### src/rtl/microc_call_dp_if.sv
// microc_call_dp_if: control/fetch bundle between control unit, program memory and datapath
interface microc_call_dp_if #(
  parameter int PCW = 10
);
  logic [15:0] instr;
  logic s_inc, s_inm, we3, wez, wec, push, pop;
  logic [2:0] op;
  logic [PCW-1:0] pc;
  logic [5:0] opcode;
  logic z, c, stack_full, stack_empty, stack_err;
  modport master (
    output instr, s_inc, s_inm, we3, wez, wec, op, push, pop,
    input pc, opcode, z, c, stack_full, stack_empty, stack_err
  );
  modport slave (
    input instr, s_inc, s_inm, we3, wez, wec, op, push, pop,
    output pc, opcode, z, c, stack_full, stack_empty, stack_err
  );
endinterface

### src/rtl/microc_call_dp.sv
// microc_call_dp: single-cycle microcontroller datapath with return-address stack
module microc_call_dp #(
  parameter int DW = 8,
  parameter int PCW = 10,
  parameter int STACK_DEPTH = 4
) (
  input logic clk,
  input logic reset,
  microc_call_dp_if.slave bus
);
  localparam int SW = $clog2(STACK_DEPTH + 1);
  localparam int IW = $clog2(STACK_DEPTH);
  logic [PCW-1:0] pc_q, pc_d, pc_inc;
  logic [PCW-1:0] stack_q [STACK_DEPTH];
  logic [SW-1:0] cnt_q, cnt_d;
  logic z_q, z_d, c_q, c_d, err_q, err_d, do_push, full, empty, alu_c;
  logic [DW-1:0] rf_q [16];
  logic [DW-1:0] a, b, res;
  logic [DW:0] sum, diff;
  logic [3:0] ra2, wa3;
  assign wa3 = bus.instr[3:0];
  assign ra2 = bus.s_inm ? wa3 : bus.instr[7:4];
  assign a = bus.s_inm ? DW'(bus.instr[11:4]) : rf_q[bus.instr[11:8]];
  assign b = rf_q[ra2];
  assign sum = {1'b0, a} + {1'b0, b};
  assign diff = {1'b0, a} - {1'b0, b};
  assign res = bus.op == 3'd0 ? a :
               bus.op == 3'd1 ? ~a :
               bus.op == 3'd2 ? sum[DW-1:0] :
               bus.op == 3'd3 ? diff[DW-1:0] :
               bus.op == 3'd4 ? a & b :
               bus.op == 3'd5 ? a | b :
               bus.op == 3'd6 ? -a : -b;
  assign alu_c = bus.op == 3'd2 ? sum[DW] : bus.op == 3'd3 ? diff[DW] : 1'b0;
  assign pc_inc = pc_q + PCW'(1);
  assign full = cnt_q == SW'(STACK_DEPTH);
  assign empty = cnt_q == '0;
  always_comb begin
    pc_d = bus.s_inc ? pc_inc : bus.instr[PCW-1:0];
    cnt_d = cnt_q;
    err_d = err_q;
    do_push = 1'b0;
    z_d = bus.wez ? res == '0 : z_q;
    c_d = bus.wec ? alu_c : c_q;
    if (bus.push && bus.pop) begin
      pc_d = pc_inc;
      err_d = 1'b1;
    end else if (bus.pop) begin
      pc_d = empty ? pc_inc : stack_q[IW'(cnt_q - SW'(1))];
      cnt_d = empty ? cnt_q : cnt_q - SW'(1);
      err_d = err_q | empty;
    end else if (bus.push) begin
      do_push = !full;
      cnt_d = full ? cnt_q : cnt_q + SW'(1);
      err_d = err_q | full;
    end
  end
  always_ff @(posedge clk or negedge reset)
    if (!reset) begin
      pc_q <= '0;
      cnt_q <= '0;
      z_q <= 1'b0;
      c_q <= 1'b0;
      err_q <= 1'b0;
      for (int i = 0; i < 16; i++) rf_q[i] <= '0;
    end else begin
      pc_q <= pc_d;
      cnt_q <= cnt_d;
      z_q <= z_d;
      c_q <= c_d;
      err_q <= err_d;
      if (bus.we3 && wa3 != 4'd0) rf_q[wa3] <= res;
    end
  always_ff @(posedge clk)
    if (do_push) stack_q[cnt_q[IW-1:0]] <= pc_inc;
  assign bus.pc = pc_q;
  assign bus.opcode = bus.instr[15:10];
  assign bus.z = z_q;
  assign bus.c = c_q;
  assign bus.stack_full = full;
  assign bus.stack_empty = empty;
  assign bus.stack_err = err_q;
endmodule

### src/flat_wrapper.sv
// flat-port wrapper written by rule: the top's interface ports become plain ports
module microc_call_dp_flat 
#(
  parameter int DW = 8,
  parameter int PCW = 10,
  parameter int STACK_DEPTH = 4
)
  (clk, reset, bus_instr, bus_s_inc, bus_s_inm, bus_we3, bus_wez, bus_wec, bus_op, bus_push, bus_pop, bus_pc, bus_opcode, bus_z, bus_c, bus_stack_full, bus_stack_empty, bus_stack_err);
  microc_call_dp_if #(.PCW(PCW)) bus_i ();
  input logic clk;
  input logic reset;
  input wire logic [$bits(bus_i.instr)-1:0] bus_instr;
  input wire logic [$bits(bus_i.s_inc)-1:0] bus_s_inc;
  input wire logic [$bits(bus_i.s_inm)-1:0] bus_s_inm;
  input wire logic [$bits(bus_i.we3)-1:0] bus_we3;
  input wire logic [$bits(bus_i.wez)-1:0] bus_wez;
  input wire logic [$bits(bus_i.wec)-1:0] bus_wec;
  input wire logic [$bits(bus_i.op)-1:0] bus_op;
  input wire logic [$bits(bus_i.push)-1:0] bus_push;
  input wire logic [$bits(bus_i.pop)-1:0] bus_pop;
  output wire logic [$bits(bus_i.pc)-1:0] bus_pc;
  output wire logic [$bits(bus_i.opcode)-1:0] bus_opcode;
  output wire logic [$bits(bus_i.z)-1:0] bus_z;
  output wire logic [$bits(bus_i.c)-1:0] bus_c;
  output wire logic [$bits(bus_i.stack_full)-1:0] bus_stack_full;
  output wire logic [$bits(bus_i.stack_empty)-1:0] bus_stack_empty;
  output wire logic [$bits(bus_i.stack_err)-1:0] bus_stack_err;
  assign bus_i.instr = bus_instr;
  assign bus_i.s_inc = bus_s_inc;
  assign bus_i.s_inm = bus_s_inm;
  assign bus_i.we3 = bus_we3;
  assign bus_i.wez = bus_wez;
  assign bus_i.wec = bus_wec;
  assign bus_i.op = bus_op;
  assign bus_i.push = bus_push;
  assign bus_i.pop = bus_pop;
  assign bus_pc = bus_i.pc;
  assign bus_opcode = bus_i.opcode;
  assign bus_z = bus_i.z;
  assign bus_c = bus_i.c;
  assign bus_stack_full = bus_i.stack_full;
  assign bus_stack_empty = bus_i.stack_empty;
  assign bus_stack_err = bus_i.stack_err;
  microc_call_dp #(.DW(DW), .PCW(PCW), .STACK_DEPTH(STACK_DEPTH)) u_core (.clk(clk), .reset(reset), .bus(bus_i));
endmodule
### config.mk
export PLATFORM = sky130hd
export DESIGN_NAME = microc_call_dp_flat
export DESIGN_NICKNAME = d
export VERILOG_FILES = /design/src/rtl/microc_call_dp_if.sv /design/src/rtl/microc_call_dp.sv /design/src/flat_wrapper.sv
export SDC_FILE = /design/constraint.sdc
export NUM_CORES = 1
export LEC_CHECK = 0
export CORE_MARGIN = 10
export CORE_UTILIZATION = 54
export CTS_CLUSTER_DIAMETER = 150
export DETAILED_ROUTE_END_ITERATION = 8
export PLACE_DENSITY = 0.72
export SKIP_CTS_REPAIR_TIMING = 1
export SLEW_MARGIN = 20
export SYNTH_ARGS = -nofsm -noshare
export SYNTH_HDL_FRONTEND = slang
export SYNTH_SLANG_ARGS = --single-unit
### constraint.sdc
create_clock -name clk -period 6.25 [get_ports clk]
set_input_delay 1.875 -clock clk [delete_from_list [all_inputs] [get_ports clk]]
set_output_delay 1.875 -clock clk [all_outputs]
set_load 0.03 [all_outputs]
==> results.json, run 1 <==
{
  "status": "completed",
  "crit_type": "input pin to register",
  "drt-initial-drc-count": 879,
  "clk_latency_ps": 440,
  "fp.dieH_um": 164.9,
  "fin_skew_ps": 12.09,
  "drc_errors": 0,
  "maxCapViolations": 0,
  "worstPathMaxFanout": 16,
  "synth_edf_count": 40,
  "worst_setup_path_start_kind": "input pin",
  "cts_tree": "built",
  "yosys.area.top_type": "dfrtp_1",
  "powerDensity_mw_per_mm2": 423.4,
  "ys_top_cells_by_count": "dfrtp_1 (144), mux2_2 (109), nand2_1 (76)",
  "initial_core_util_pct": 55.47,
  "top_layer_used": "met4",
  "dpl.cell_count": 1313,
  "yosys-top-cells-area": "dfrtp_1 (32%), mux4_2 (12%), mux2_2 (11%)",
  "final_max_slew_viol_count": 0,
  "synth_fa_ha_area_share_pct": 3.997,
  "synth_nets": 1025,
  "slew_headroom_pct": 25.63,
  "final_layout_size_suffix_gt1_share_pct": 32.13,
  "dieArea_mm2": 0.02718,
  "track_usage_pct": 23.11,
  "syn_inst": 962,
  "ys_ff_latch": 184,
  "ff2ff_path_depth": 20,
  "final_core_util_pct": 64.77,
  "met2_length_um": 14680,
  "synth_top_family_by_area": "multiplexers",
  "synth_flop_cell": "dfrtp_1",
  "synth-compound-area-share_pct": 10.31,
  "synth-simple-area-share_pct": 9.683,
  "rsz0062_at_grt": "no",
  "vias": 8435,
  "post_drt_via_cell_ratio": 6.248,
  "hold-path-cell-count": 0,
  "wl_per_cell_um": 22.90,
  "synth_area_mm2": 0.01133,
  "gp_congestion": 0.9307,
  "clock-sinks": 184,
  "final_nets": 1130,
  "wl_um": 30920,
  "vdd_ir_drop_max_uv": 216.9,
  "tightest_slew_ps": 1111,
  "port_buffers": 40,
  "synthMuxAreaShare_pct": 27.11,
  "grt_max_degree": 105,
  "diodes": 0,
  "yosysMostFrequentCell": "dfrtp_1",
  "cts_buffers": 17,
  "leakage_nw": 5.535,
  "finalCritPeriodShare_pct": 96.72,
  "cts-root-buf": "clkbuf_16",
  "num_io_pins": 49,
  "antenna_found_initial": 0,
  "ys_seq_area_share_pct": 42.40,
  "clk_path_buf_depth": 2,
  "grt_pass1_vias": 8297,
  "ys_types": 81,
  "crit_required_ps": 6570,
  "placed_area_mm2": 0.01260,
  "cp.arrival_ps": 6370,
  "ant_nets": 0,
  "finalSetupViolations": 0,
  "first_pass_iters": 5,
  "hp-class": "register to register",
  "grt_overflow": 0,
  "fin_cells": 1350,
  "dr_wl_met3_um": 2640,
  "path_clk_slew_ps": 70,
  "syn-mean-instance-area_um2": 11.78,
  "fin_area_mm2": 0.01323,
  "hpwlAfterDp_um": 21740,
  "grt_pass1_wl_um": 48000,
  "num_rows": 52,
  "fp.coreArea_mm2": 0.02043,
  "end_kind": "register",
  "hold_viol": 0,
  "yosysWarnings": 0,
  "synthXorXnorAreaFrac_pct": 2.164,
  "synth_top_area_share_pct": 31.80,
  "max_freq_mhz": 165.4,
  "finalCriticalPeriod_ps": 6045,
  "met1_length_um": 12850,
  "h-tree-depth": 4,
  "synth-async-reset-ratio_pct": 78.26,
  "syn_to_final_growth_pct": 16.76,
  "die_w_um": 164.9
}
==> sequential cells by signal, summed over array words and instances, names as in the netlist <==
name,cells
u_core.cnt_q,3
u_core.bus.stack_err,1
u_core.stack_q,40
u_core.bus.c,1
u_core.rf_q,128
u_core.bus.z,1
u_core.bus.pc,10
==> critical path, cell delays in order <==
cell             delay [ps]
clkdlybuf4s50_1         600
mux2_4                  280
mux4_2                  540
nand2_1                 100
nand4_2                 150
ha_1                    250
fa_1                    440
o21ba_2                 240
o21ba_2                 200
or4_1                   390
nand4_1                 120
nand2_1                  70
a211oi_1                240
a211oi_2                100
o21bai_2                190
a32oi_4                  80
buf_12                  180
mux2_1                  300
==> where the power goes <==
group | internal (mW) | leakage, nW | switching [mW]
Clock | 0.525 | 0.273 | 0.512
Sequential | 1.70 | 2.13 | 0.368
Combinational | 1.30 | 3.13 | 1.20
Total | 3.52 | 5.54 | 2.08
==> layer usage <==
metal  vias up  track usage (%)
met3        59            5.676
met4         0            7.045
met1      4244            30.89
li1       3790                -
met2       342            36.54
met5         -                0
==> path summary, 6_finish.rpt <==
| path | slack [ps] | endpoint | start |
|---|---|---|---|
| hold / removal | 410 | u_core.rf_q[122]$_DFFE_PN0P_ | u_core.rf_q[122]$_DFFE_PN0P_ |
| max in group asynchronous | 3510 | u_core.rf_q[8]$_DFFE_PN0P_ | reset |
| setup / recovery | 200 | u_core.rf_q[22]$_DFFE_PN0P_ | bus_instr[4] |
| min in group asynchronous | 1540 | u_core.rf_q[79]$_DFFE_PN0P_ | reset |
| setup reg to reg | 1840 | u_core.bus.z$_DFFE_PN0P_ | u_core.rf_q[33]$_DFFE_PN0P_ |
| hold reg to reg | 410 | u_core.rf_q[122]$_DFFE_PN0P_ | u_core.rf_q[122]$_DFFE_PN0P_ |
==> stage by stage <==
step	hold WS [ps]	power, mW	setup slack, ps	TNS [ps]
2_1_floorplan	441.3	3.678	255.4	0
3_3_place_gp	381.5	4.457	-219.0	-5748
3_5_place_dp	389.4	4.534	-232.2	-6028
4_1_cts	405.0	5.575	225.2	0
5_1_grt	415.7	5.945	11.92	0
6_report	407.5	5.603	204.9	0
==> logic make-up after synthesis <==
logic type,after synthesis
flip-flops,184
buffers and inverters,110
AO/OA/AOI/OAI,171
adder cells (fa/ha/maj),35
multiplexers,216
AND/OR/NAND/NOR,218
XOR/XNOR,28
==> placed cells by master (no fill, tap or decap), types with 10 or more instances in the layout <==
cell	n
a21oi_1	41
buf_4	111
clkbuf_16	17
clkdlybuf4s50_1	36
dfrtp_1	144
edfxtp_1	40
ha_1	33
inv_1	40
mux2_2	110
mux2i_1	41
mux4_2	61
nand2_1	76
nand2b_1	11
nand3_1	17
nor2_1	44
o211ai_1	10
o21ai_0	41
xnor2_1	19
==> cell type report <==
type	instances	area (µm²)
Tap cell	270	337.8
Inverter	40	150.1
Sequential cell	184	4805
Fill cell	1599	7198
Clock buffer	17	425.4
Timing Repair Buffer	155	1306
Multi-Input combinational cell	669	6071
Clock inverter	15	136.4
Power figures use the tool's default switching activity.
==> run 2, diff against run 1 <==
--- a/config.mk
+++ b/config.mk
@@ -5,11 +5,13 @@
 export SDC_FILE = /design/constraint.sdc
 export NUM_CORES = 1
 export LEC_CHECK = 0
+export CELL_PAD_IN_SITES_DETAIL_PLACEMENT = 0
+export CELL_PAD_IN_SITES_GLOBAL_PLACEMENT = 1
 export CORE_MARGIN = 10
 export CORE_UTILIZATION = 54
 export CTS_CLUSTER_DIAMETER = 150
 export DETAILED_ROUTE_END_ITERATION = 8
-export PLACE_DENSITY = 0.72
+export PLACE_DENSITY_LB_ADDON = 0.1
 export SKIP_CTS_REPAIR_TIMING = 1
 export SLEW_MARGIN = 20
 export SYNTH_ARGS = -nofsm -noshare
==> run 2 against run 1 <==
Net effect: maximum frequency shrank 1.7%; worst setup slack lost 110 ps; hold slack lost 0.74 ps; sequential power is essentially flat; via count grew 1.3%; final cell count grew 0.22%; combinational power grew 3%; clock-buffer cell count grew 2; critical endpoint is now u_core.rf_q[14]$_DFFE_PN0P_; largest cell class unchanged; core utilization grew 0.42 points; sequential cell count is the same; clock skew is essentially flat.
==> results.json, run 2 (synthesis gave the netlist of run 1 again) <==
{
  "r2r_setup_slack_ps": 1760,
  "num_rows": 52,
  "powerDensity_mw_per_mm2": 428.9,
  "clock-sinks": 184,
  "r2r_end": "u_core.rf_q[110]$_DFFE_PN0P_",
  "largest_reg_flops": 128,
  "grt_overflow": 0,
  "slew_headroom_pct": 38.94,
  "fin_cells": 1353,
  "h-tree-depth": 4,
  "diodes": 0,
  "vias": 8543,
  "dieArea_mm2": 0.02718,
  "fin_skew_ps": 12.24,
  "hold_viol": 0,
  "post_drt_via_cell_ratio": 6.314,
  "crit_required_ps": 6560,
  "final_max_slew_viol_count": 0,
  "max_freq_mhz": 162.6,
  "crit_chain": "clkdlybuf4s50_1 -> mux2_4 -> buf_12 -> mux4_2 -> nand2_1 -> nand4_1 -> fa_1 -> o21ba_2 -> o21ba_2 -> or4_1 -> nand4_1 -> nand2_1 -> and4b_1 -> a211oi_4 -> o21bai_2 -> a32oi_4 -> buf_12 -> mux2_1",
  "die_w_um": 164.9,
  "p_switching_mw": 2.168,
  "placed_area_mm2": 0.01268,
  "max_stage_delay_ps": 600,
  "status": "completed",
  "fin_ws_ps": 99.41,
  "syn_to_final_growth_pct": 17.51,
  "clk_path_buf_depth": 2,
  "wl_per_cell_um": 24.56,
  "port_buffers": 40,
  "final_common_cell": "dfrtp_1",
  "cp.arrival_ps": 6460,
  "clock_power_share_pct": 18.5,
  "initial_core_util_pct": 55.47,
  "final_nets": 1133,
  "mostFrequentLayoutCells": "dfrtp_1 (144), buf_4 (113), mux2_2 (109)",
  "worstPathMaxFanout": 16,
  "ff2ff_path_depth": 19,
  "fin_hold_ws_ps": 406.7,
  "finalCriticalPeriod_ps": 6151,
  "intPower_mw": 3.544,
  "leakage_nw": 5.577,
  "cts-root-buf": "clkbuf_16",
  "final_layout_size_suffix_gt1_share_pct": 32.69,
  "cts_buffers": 17,
  "vdd_ir_drop_max_uv": 201.8,
  "finalCritPeriodShare_pct": 98.41,
  "track_usage_pct": 24.63,
  "comb_power_share_pct": 45.2,
  "final_core_util_pct": 65.18,
  "worst_setup_path_start_kind": "input pin",
  "crit_path_top_delay_cell": "clkdlybuf4s50_1",
  "place_ws_ps": -416.6,
  "largest_register": "u_core.rf_q",
  "p_seq_share_pct": 36.3,
  "crit_start": "bus_instr[4]",
  "switching_share_pct": 37.96,
  "crit_type": "input pin to register",
  "hp-class": "register to register",
  "fin_area_mm2": 0.01332,
  "ant_nets": 0,
  "tightest_slew_ps": 913.0,
  "cp-endpoint": "u_core.rf_q[14]$_DFFE_PN0P_",
  "wl_um": 33230,
  "grt_pass1_wl_um": 50540,
  "first_pass_iters": 6,
  "grt_pass1_vias": 8684,
  "clk_latency_ps": 440,
  "hpwlAfterDp_um": 24030,
  "end_kind": "register",
  "fp.dieH_um": 164.9,
  "drc_errors": 0,
  "grt_max_degree": 101,
  "maxCapViolations": 0,
  "dpl.cell_count": 1320,
  "antenna_found_initial": 0,
  "cts_tree": "built",
  "finalSetupViolations": 0,
  "fp.coreArea_mm2": 0.02043,
  "reg2reg_from": "u_core.rf_q[49]$_DFFE_PN0P_",
  "drt-initial-drc-count": 657,
  "path_clk_slew_ps": 70,
  "num_io_pins": 49,
  "gp_congestion": 0.8945
}
==> run 2: worst min path at each step <==
| stage | startpoint | endpoint | slack [ps] | cells past startpoint |
|---|---|---|---|---|
| 2_1_floorplan | u_core.rf_q[120]$_DFFE_PN0P_ | u_core.rf_q[120]$_DFFE_PN0P_ | 440 | 1 |
| 3_3_place_gp | u_core.rf_q[126]$_DFFE_PN0P_ | u_core.rf_q[126]$_DFFE_PN0P_ | 380 | 0 |
| 3_5_place_dp | u_core.rf_q[122]$_DFFE_PN0P_ | u_core.rf_q[122]$_DFFE_PN0P_ | 390 | 0 |
| 4_1_cts | u_core.rf_q[122]$_DFFE_PN0P_ | u_core.rf_q[122]$_DFFE_PN0P_ | 400 | 0 |
| 5_1_grt | u_core.rf_q[124]$_DFFE_PN0P_ | u_core.rf_q[124]$_DFFE_PN0P_ | 420 | 0 |
| 6_report | u_core.rf_q[124]$_DFFE_PN0P_ | u_core.rf_q[124]$_DFFE_PN0P_ | 410 | 0 |
==> run 2: metrics by stage <==
step                total power, mW  setup TNS, ps
finish                        5.712              0
detailed placement            4.602         -12860
floorplan                     3.678              0
CTS                           5.670              0
global placement              4.495         -11470
global route                  6.024         -75.09
==> run 2: power by group through the flow <==
stage	sequential, mW	combinational, mW	clock (mW)
after global routing	2.11	2.79	1.12
after CTS	2.06	2.54	1.08
final	2.07	2.58	1.06
after floorplan	1.98	1.70	0
after global placement	2.04	2.46	0
after detailed placement	2.08	2.52	0
==> run 2: critical path: cells and delay by family <==
family                   cells  cell delay [ps]
AND/OR/NAND/NOR              6             1210
multiplexers                 3             1090
buffers and inverters        3              960
AO/OA/AOI/OAI                5              830
adder cells (fa/ha/maj)      1              500
==> run 2: layout make-up <==
class / instances / area, µm²
fillers: 1583 / 7113
multi-input cells: 668 / 6087
flip-flops and latches: 184 / 4805
repair buffers: 159 / 1365
clock buffers: 19 / 442.9
well taps: 270 / 337.8
inverters: 40 / 150.1
clock inverters: 13 / 128.9
==> run 2: layer usage <==
layer	track usage (%)	share of wire [%]	up-vias
li1	-	-	3783
met1	31.66	41	4354
met2	40.37	49	343
met3	5.029	6.4	63
met4	9.219	3.3	0
met5	0	0	-
